<file path="src/rtl/load_store_unit.sv">
// RV32I load/store unit: runs one data-memory transaction per request over a
// valid/ready handshake, aligning stores into byte lanes and extending loads.
module load_store_unit #(
  parameter int TIMEOUT_CYCLES = 255
) (
  input  logic        clk,
  input  logic        rst,
  input  logic        req_valid,
  input  logic        req_write,
  input  logic [2:0]  funct3,
  input  logic [31:0] addr,
  input  logic [31:0] store_data,
  output logic        stall,
  output logic        done,
  output logic [31:0] load_data,
  output logic        fault,
  output logic [1:0]  fault_cause,
  output logic        mem_req,
  output logic        mem_we,
  output logic [31:0] mem_addr,
  output logic [31:0] mem_wdata,
  output logic [3:0]  mem_wstrb,
  input  logic        mem_ready,
  input  logic [31:0] mem_rdata
);

  typedef enum logic [1:0] {
    IDLE   = 2'b00,
    ACCESS = 2'b01,
    RESP   = 2'b10
  } state_t;

  localparam int CNT_W = (TIMEOUT_CYCLES < 2) ? 1 : $clog2(TIMEOUT_CYCLES + 1);
  localparam logic [CNT_W-1:0] CNT_LAST =
    (TIMEOUT_CYCLES == 0) ? '0 : CNT_W'(TIMEOUT_CYCLES - 1);
  localparam logic TIMEOUT_EN = (TIMEOUT_CYCLES != 0);

  localparam logic [1:0] CAUSE_NONE     = 2'b00;
  localparam logic [1:0] CAUSE_MISALIGN = 2'b01;
  localparam logic [1:0] CAUSE_TIMEOUT  = 2'b10;
  localparam logic [1:0] CAUSE_ILLEGAL  = 2'b11;

  state_t state, state_next;

  logic             write_q;
  logic [2:0]       f3_q;
  logic [1:0]       lo_q;
  logic             fault_q;
  logic [CNT_W-1:0] tmo_cnt;
  logic             timeout_hit;

  logic             illegal_f3;
  logic             misaligned;
  logic             req_fault;
  logic [1:0]       req_cause;
  logic [31:0]      req_wdata;
  logic [3:0]       req_wstrb;

  logic [31:0]      rdata_shifted;
  logic [31:0]      load_extracted;

  // Request decode; the U bit has no meaning for stores, so SBU/SHU are illegal.
  always_comb begin
    illegal_f3 = (funct3 == 3'b011) || (funct3[2:1] == 2'b11) ||
                 (req_write && funct3[2]);
    misaligned = ((funct3[1:0] == 2'b01) && addr[0]) ||
                 ((funct3[1:0] == 2'b10) && (addr[1:0] != 2'b00));
    req_fault  = illegal_f3 || misaligned;

    if (illegal_f3) begin
      req_cause = CAUSE_ILLEGAL;
    end else if (misaligned) begin
      req_cause = CAUSE_MISALIGN;
    end else begin
      req_cause = CAUSE_NONE;
    end

    req_wdata = '0;
    req_wstrb = '0;
    if (req_write && !req_fault) begin
      case (funct3[1:0])
        2'b00: begin
          req_wdata = {4{store_data[7:0]}};
          req_wstrb = 4'b0001 << addr[1:0];
        end
        2'b01: begin
          req_wdata = {2{store_data[15:0]}};
          req_wstrb = 4'b0011 << addr[1:0];
        end
        default: begin
          req_wdata = store_data;
          req_wstrb = 4'b1111;
        end
      endcase
    end
  end

  always_comb begin
    rdata_shifted = mem_rdata >> {lo_q, 3'b000};
    case (f3_q)
      3'b000:  load_extracted = {{24{rdata_shifted[7]}}, rdata_shifted[7:0]};
      3'b100:  load_extracted = {24'h0, rdata_shifted[7:0]};
      3'b001:  load_extracted = {{16{rdata_shifted[15]}}, rdata_shifted[15:0]};
      3'b101:  load_extracted = {16'h0, rdata_shifted[15:0]};
      default: load_extracted = mem_rdata;
    endcase
  end

  assign timeout_hit = TIMEOUT_EN && (tmo_cnt == CNT_LAST) && !mem_ready;

  always_ff @(posedge clk) begin
    if (!rst) begin
      state <= IDLE;
    end else begin
      state <= state_next;
    end
  end

  always_comb begin
    state_next = state;
    stall      = 1'b0;
    done       = 1'b0;
    mem_req    = 1'b0;
    case (state)
      IDLE: begin
        stall = req_valid;
        if (req_valid) begin
          state_next = req_fault ? RESP : ACCESS;
        end
      end
      ACCESS: begin
        stall   = 1'b1;
        mem_req = 1'b1;
        if (mem_ready || timeout_hit) begin
          state_next = RESP;
        end
      end
      RESP: begin
        done       = 1'b1;
        state_next = IDLE;
      end
      default: state_next = IDLE;
    endcase
  end

  assign fault = done && fault_q;

  // Request capture, handshake completion and the wait-state counter.
  always_ff @(posedge clk) begin
    if (!rst) begin
      write_q     <= 1'b0;
      f3_q        <= 3'b000;
      lo_q        <= 2'b00;
      fault_q     <= 1'b0;
      fault_cause <= CAUSE_NONE;
      load_data   <= '0;
      mem_we      <= 1'b0;
      mem_addr    <= '0;
      mem_wdata   <= '0;
      mem_wstrb   <= '0;
      tmo_cnt     <= '0;
    end else begin
      case (state)
        IDLE: begin
          if (req_valid) begin
            write_q   <= req_write;
            f3_q      <= funct3;
            lo_q      <= addr[1:0];
            mem_we    <= req_write && !req_fault;
            mem_addr  <= {addr[31:2], 2'b00};
            mem_wdata <= req_wdata;
            mem_wstrb <= req_wstrb;
            tmo_cnt   <= '0;
            if (req_fault) begin
              fault_q     <= 1'b1;
              fault_cause <= req_cause;
            end
          end
        end
        ACCESS: begin
          if (mem_ready) begin
            fault_q     <= 1'b0;
            fault_cause <= CAUSE_NONE;
            if (!write_q) begin
              load_data <= load_extracted;
            end
          end else if (timeout_hit) begin
            fault_q     <= 1'b1;
            fault_cause <= CAUSE_TIMEOUT;
          end else begin
            tmo_cnt <= tmo_cnt + CNT_W'(1);
          end
        end
        default: ;
      endcase
    end
  end

endmodule

</file>
<file path="config.mk">
export PLATFORM = sky130hd
export DESIGN_NAME = load_store_unit
export DESIGN_NICKNAME = d
export VERILOG_FILES = /design/src/rtl/load_store_unit.sv
export SDC_FILE = /design/constraint.sdc
export NUM_CORES = 1
export LEC_CHECK = 0
export ABC_AREA = 1
export BUFFER_PORTS_ARGS = -buffer_cell sky130_fd_sc_hd__buf_2
export CAP_MARGIN = 20
export CORE_UTILIZATION = 45
export CTS_CLUSTER_DIAMETER = 40
export DETAILED_ROUTE_END_ITERATION = 7
export HOLD_SLACK_MARGIN = 0.05
export PLACE_DENSITY = 0.74
export SYNTH_ARGS = -nofsm -noshare
export SYNTH_HDL_FRONTEND = slang
export SYNTH_SLANG_ARGS = --single-unit
</file>
<file path="constraint.sdc">
create_clock -name clk -period 1.5 [get_ports clk]
set_input_delay 0.075 -clock clk [delete_from_list [all_inputs] [get_ports clk]]
set_output_delay 0.075 -clock clk [all_outputs]
set_load 0.1 [all_outputs]
</file>
---- Yosys cells after proc, flatten, opt, wreduce, memory -nomap -nowiden ----
Index checks and enable logic that the tools add are counted.
operators by class
  reductions and logical operators ........ 23
  equality and inequality tests ........... 16
  shift operators ......................... 3
  add/sub/neg operators ................... 1
  mux-type cells .......................... 28
  bitwise gates (word level) .............. 1
operator list
  cell                   count
  $pmux W32 S4           1
  $pmux W32 S2           1
  $mux W32               1
  $shr A32 B5 Y16        1
  $mux W8                3
  $mux W2                8
  $pmux W8 S2            1
  $ne A2 B2 Y1 const B   5
  $add A8 B1 Y8 const B  1
  $eq A8 B8 Y1 const B   1
  $pmux W2 S2            2
  $pmux W4 S2            1
  $reduce_and A4 Y1      2
  $mux W1                7
  $eq A2 B2 Y1 const B   3
  $eq A3 B3 Y1 const B   2
  $logic_and A1 B1 Y1    6
  $logic_or A1 B1 Y1     5
  $eq A2 B1 Y1 const B   2
  $logic_not A2 Y1       2
  $mux W4                1
  $pmux W1 S2            2
  $reduce_and A2 Y1      2
  $reduce_bool A2 Y1     2
  other kinds (9)        10
word-level totals
  input port bits ......................... 104
  logic and storage cells ................. 84
  output and inout bits ................... 107
  register bits after elaboration ......... 118

---- Depth between registers and ports, before layout ----
  depth after elaboration ................. 8
  gate-level depth with buffers ........... 12
  depth with buffers taken out ............ 11

---- Worst setup path after synthesis ----
OpenSTA, ideal clock, no wires.
  kind .................................... reg-to-output
  start ................................... register state[1]
  end ..................................... output port fault
  path buffers ............................ 0
  arrival ................................. 2.603 ns
  slack ................................... -1.178 ns
  data required time ...................... 1.425 ns
  stages on the path, launching flop included .. 3
  cell sequence ........................... dfxtp_1 -> inv_1 -> nor3b_1
on the way
  longest elaborated chain between the ends .. 3
RTL lines
  item                      line  source
  start: declaration        43    state_t state, state_next;
  start signal: assignment  115   state <= state_next;
  $eq A2 B2 Y1              124   case (state)
  $mux W1                   124
  $logic_and A1 B1 Y1       146   assign fault = done && fault_q;
  end: declaration          16    output logic fault,
No other way between the ends.

---- Worst setup path after layout ----
Same ends and word-level chain as after synthesis.

==> impl_metrics.yaml <==
run_status:
  outcome: "completed"
sta:
  drv_slew: 0
  max_freq_mhz: 698
  hold_viol_final: 0
  tightest_slew_ps: 514
  rsz0062_at_grt: "yes"
  post-route-min-period_ps: 1430
  tns_ps: 0
  fin_worst_skew_ps: 11.7
  slew_headroom_pct: 65.9
  post-route-period-util_pct: 95.5
  finalSetupViolCount: 0
floorplan:
  initial_utilization_pct: 47.1
  die-area_um2: 12600
  ios: 211
  die_w_um: 112
  core_um2: 11700
  core.rowCount: 39
  die_h_um: 112
cts:
  h-tree-depth: 4
  clkSinkCount: 118
  clk_latency_ps: 410
  path_clk_slew_ps: 50
  clockBufferDepth: 2
  cts_tree: "built"
  cts_buffers: 17
  root_buffer: "clkbuf_16"
layout:
  final_layout_size_suffix_gt1_share_pct: 29.5
  final_common_cell: "buf_2"
  stdcell_count: 1281
  nets: 1233
  fill_cells: 888
  multi_input_area_um2: 2660
  layout_common_cells: "buf_2 (205), nand2_1 (203), nor2_1 (147), dfxtp_1 (112), dlygate4sd3_1 (96)"
  syn_to_final_growth_pct: 54.7
  register_area_um2: 2370
placed_design:
  place.gp.congestion: 0.938
  dp_hpwl_mm: 11.4
  port_buffers: 208
  place_inst: 1143
setup_path:
  worstPathCellList: "inv_2 > buf_4 > nor3b_4 > buf_12"
  critPathMaxFanout: 3
  worstPathRequired_ps: 1420
  crit_path_top_delay_cell: "dfxtp_2"
  worst-path-buf-inv: 3
  path_delay_family: "buffers and inverters"
  crit_type: "flip-flop to output port"
  critPathMaxStageDelay_ps: 340
  startpoint_type: "flip-flop"
  worstPathArrival_ps: 1360
  end_kind: "output port"
logic_synthesis:
  ys_types: 34
  postSynth.asyncResetShare_pct: 0
  dominantRegCellSynth: "dfxtp_1"
  synth_edf_count: 0
  ys_seq_elements: 118
  netlist_area_um2: 5490
  avgSynthCellArea_um2: 6.83
  synth_warnings: 0
  netlist_instances: 804
  ys_seq_area_share_pct: 43.0
grt:
  overflow: 0
  grt_use_total_pct: 30.3
  antenna_found_initial: 1
  grt_max_degree: 48
  grt_pass1_wl_mm: 30.0
  grt_pass1_vias: 6268
routing:
  drcViolationCount: 0
  wire_per_inst_um: 14.9
  drt-total-wl_mm: 19.1
  via_per_inst: 5.10
  ant_nets: 0
  dr.pass1.iters: 7
  drt_iter0_drc: 469
  vias: 6529
power_and_ir_drop:
  powerDensity_nw_per_um2: 1160
  p_leak_nw: 4.23
  ir_worst_vdd_mv: 0.912
run:
  cap_violations: 0
hold_path:
  hold_class: "input port to flip-flop"
[Yosys cell counts (2+ instances only)]
master    count  area share (%)
nand2_1     205              14
nor2_1      150              10
dfxtp_1     118              43
o21ai_0      75             6.8
inv_1        63             4.3
nand3_1      37             3.4
a21oi_1      34             3.1
o21ai_2      19             3.0
clkbuf_1     14            0.96
buf_2        13             1.2
nand4_1      10             1.1
buf_6         8             1.6
o21ai_1       8            0.73
o22ai_1       8            0.91
inv_2         7            0.48
buf_1         4            0.27
buf_4         4            0.55
nand2_2       4            0.46
nand3_2       3            0.55
nor2_4        3            0.62
a211oi_1      2            0.27
ha_1          2            0.46
nor3_2        2            0.36
[power breakdown]
| part | switching (mW) | leakage (nW) | total [mW] | internal, mW |
|---|---|---|---|---|
| Sequential | 0.0985 | 0.965 | 3.41 | 3.31 |
| Clock | 1.32 | 0.270 | 3.81 | 2.49 |
| Combinational | 1.94 | 3.00 | 2.67 | 0.731 |
[worst paths after layout]
check                from             to  slack, ps  cells past startpoint
max              state[1]          fault         70                      4
min               addr[1]        lo_q[1]         50                      3
max reg2reg      state[1]  load_data[13]         80                     10
min reg2reg  mem_wstrb[3]   mem_wstrb[3]        450                      2
[tightest hold or removal path: stages]
cell     delay [ps]
buf_2           140
o21ai_0         160
a21oi_1          40
[cell type report]
class	count	share of cell area [%]
clock inverters	5	0.884
flip-flops and latches	118	27.9
inverters	72	3.42
multi-input cells	572	31.4
repair buffers	346	28.7
well taps	143	2.11
clock buffers	24	5.55
diodes	1	0.0295
[kinds of logic after synthesis]
group | synth area share (%)
xor+xnor | 0.160
buf+inv | 9.59
fa+ha+maj | 0.456
flops | 43.0
compound gates | 15.3
other cells | 0.0683
simple gates | 31.4
[state kept, by name, summed over array words and instances, names as in the netlist]
register and flops:
f3_q 3, fault_cause 2, state 2, mem_addr 30, lo_q 2, write_q 1
tmo_cnt 8, mem_we 1, mem_wdata 32, fault_q 1, load_data 32, mem_wstrb 4
[what timing repair did]
action | CTS | global route
hold endpoints to repair | 96 | 0
pin swaps | 0 | 4
gates cloned | 0 | 3
buffers inserted | 0 | 9
hold buffers | 96 | 0
setup endpoints to repair | 3 | 46
resized for setup | 4 | 29
[per-stage QoR]
stage	util (%)	hold slack (ps)	power, mW	worst slack [ps]	cell area (um^2)
6_report	72.9	50.1	9.89	67.3	8500
5_1_grt	72.9	83.6	10.3	-21.6	8500
4_1_cts	71.1	52.3	9.80	10.9	8300
3_5_place_dp	58.1	329	5.81	75.2	6780
3_3_place_gp	58.1	323	5.80	136	6780
2_1_floorplan	-	223	5.26	-201	5510
[routing by layer]
| layer | GRT usage, % | up-vias | wire [um] |
|---|---|---|---|
| met5 | 0 | - | 0 |
| met4 | 14.1 | 0 | 626 |
| met2 | 52.8 | 341 | 9420 |
| met3 | 10.3 | 55 | 1790 |
| met1 | 33.2 | 2943 | 7230 |
| li1 | - | 3190 | - |
No activity file was read; power rests on OpenSTA's default activity.
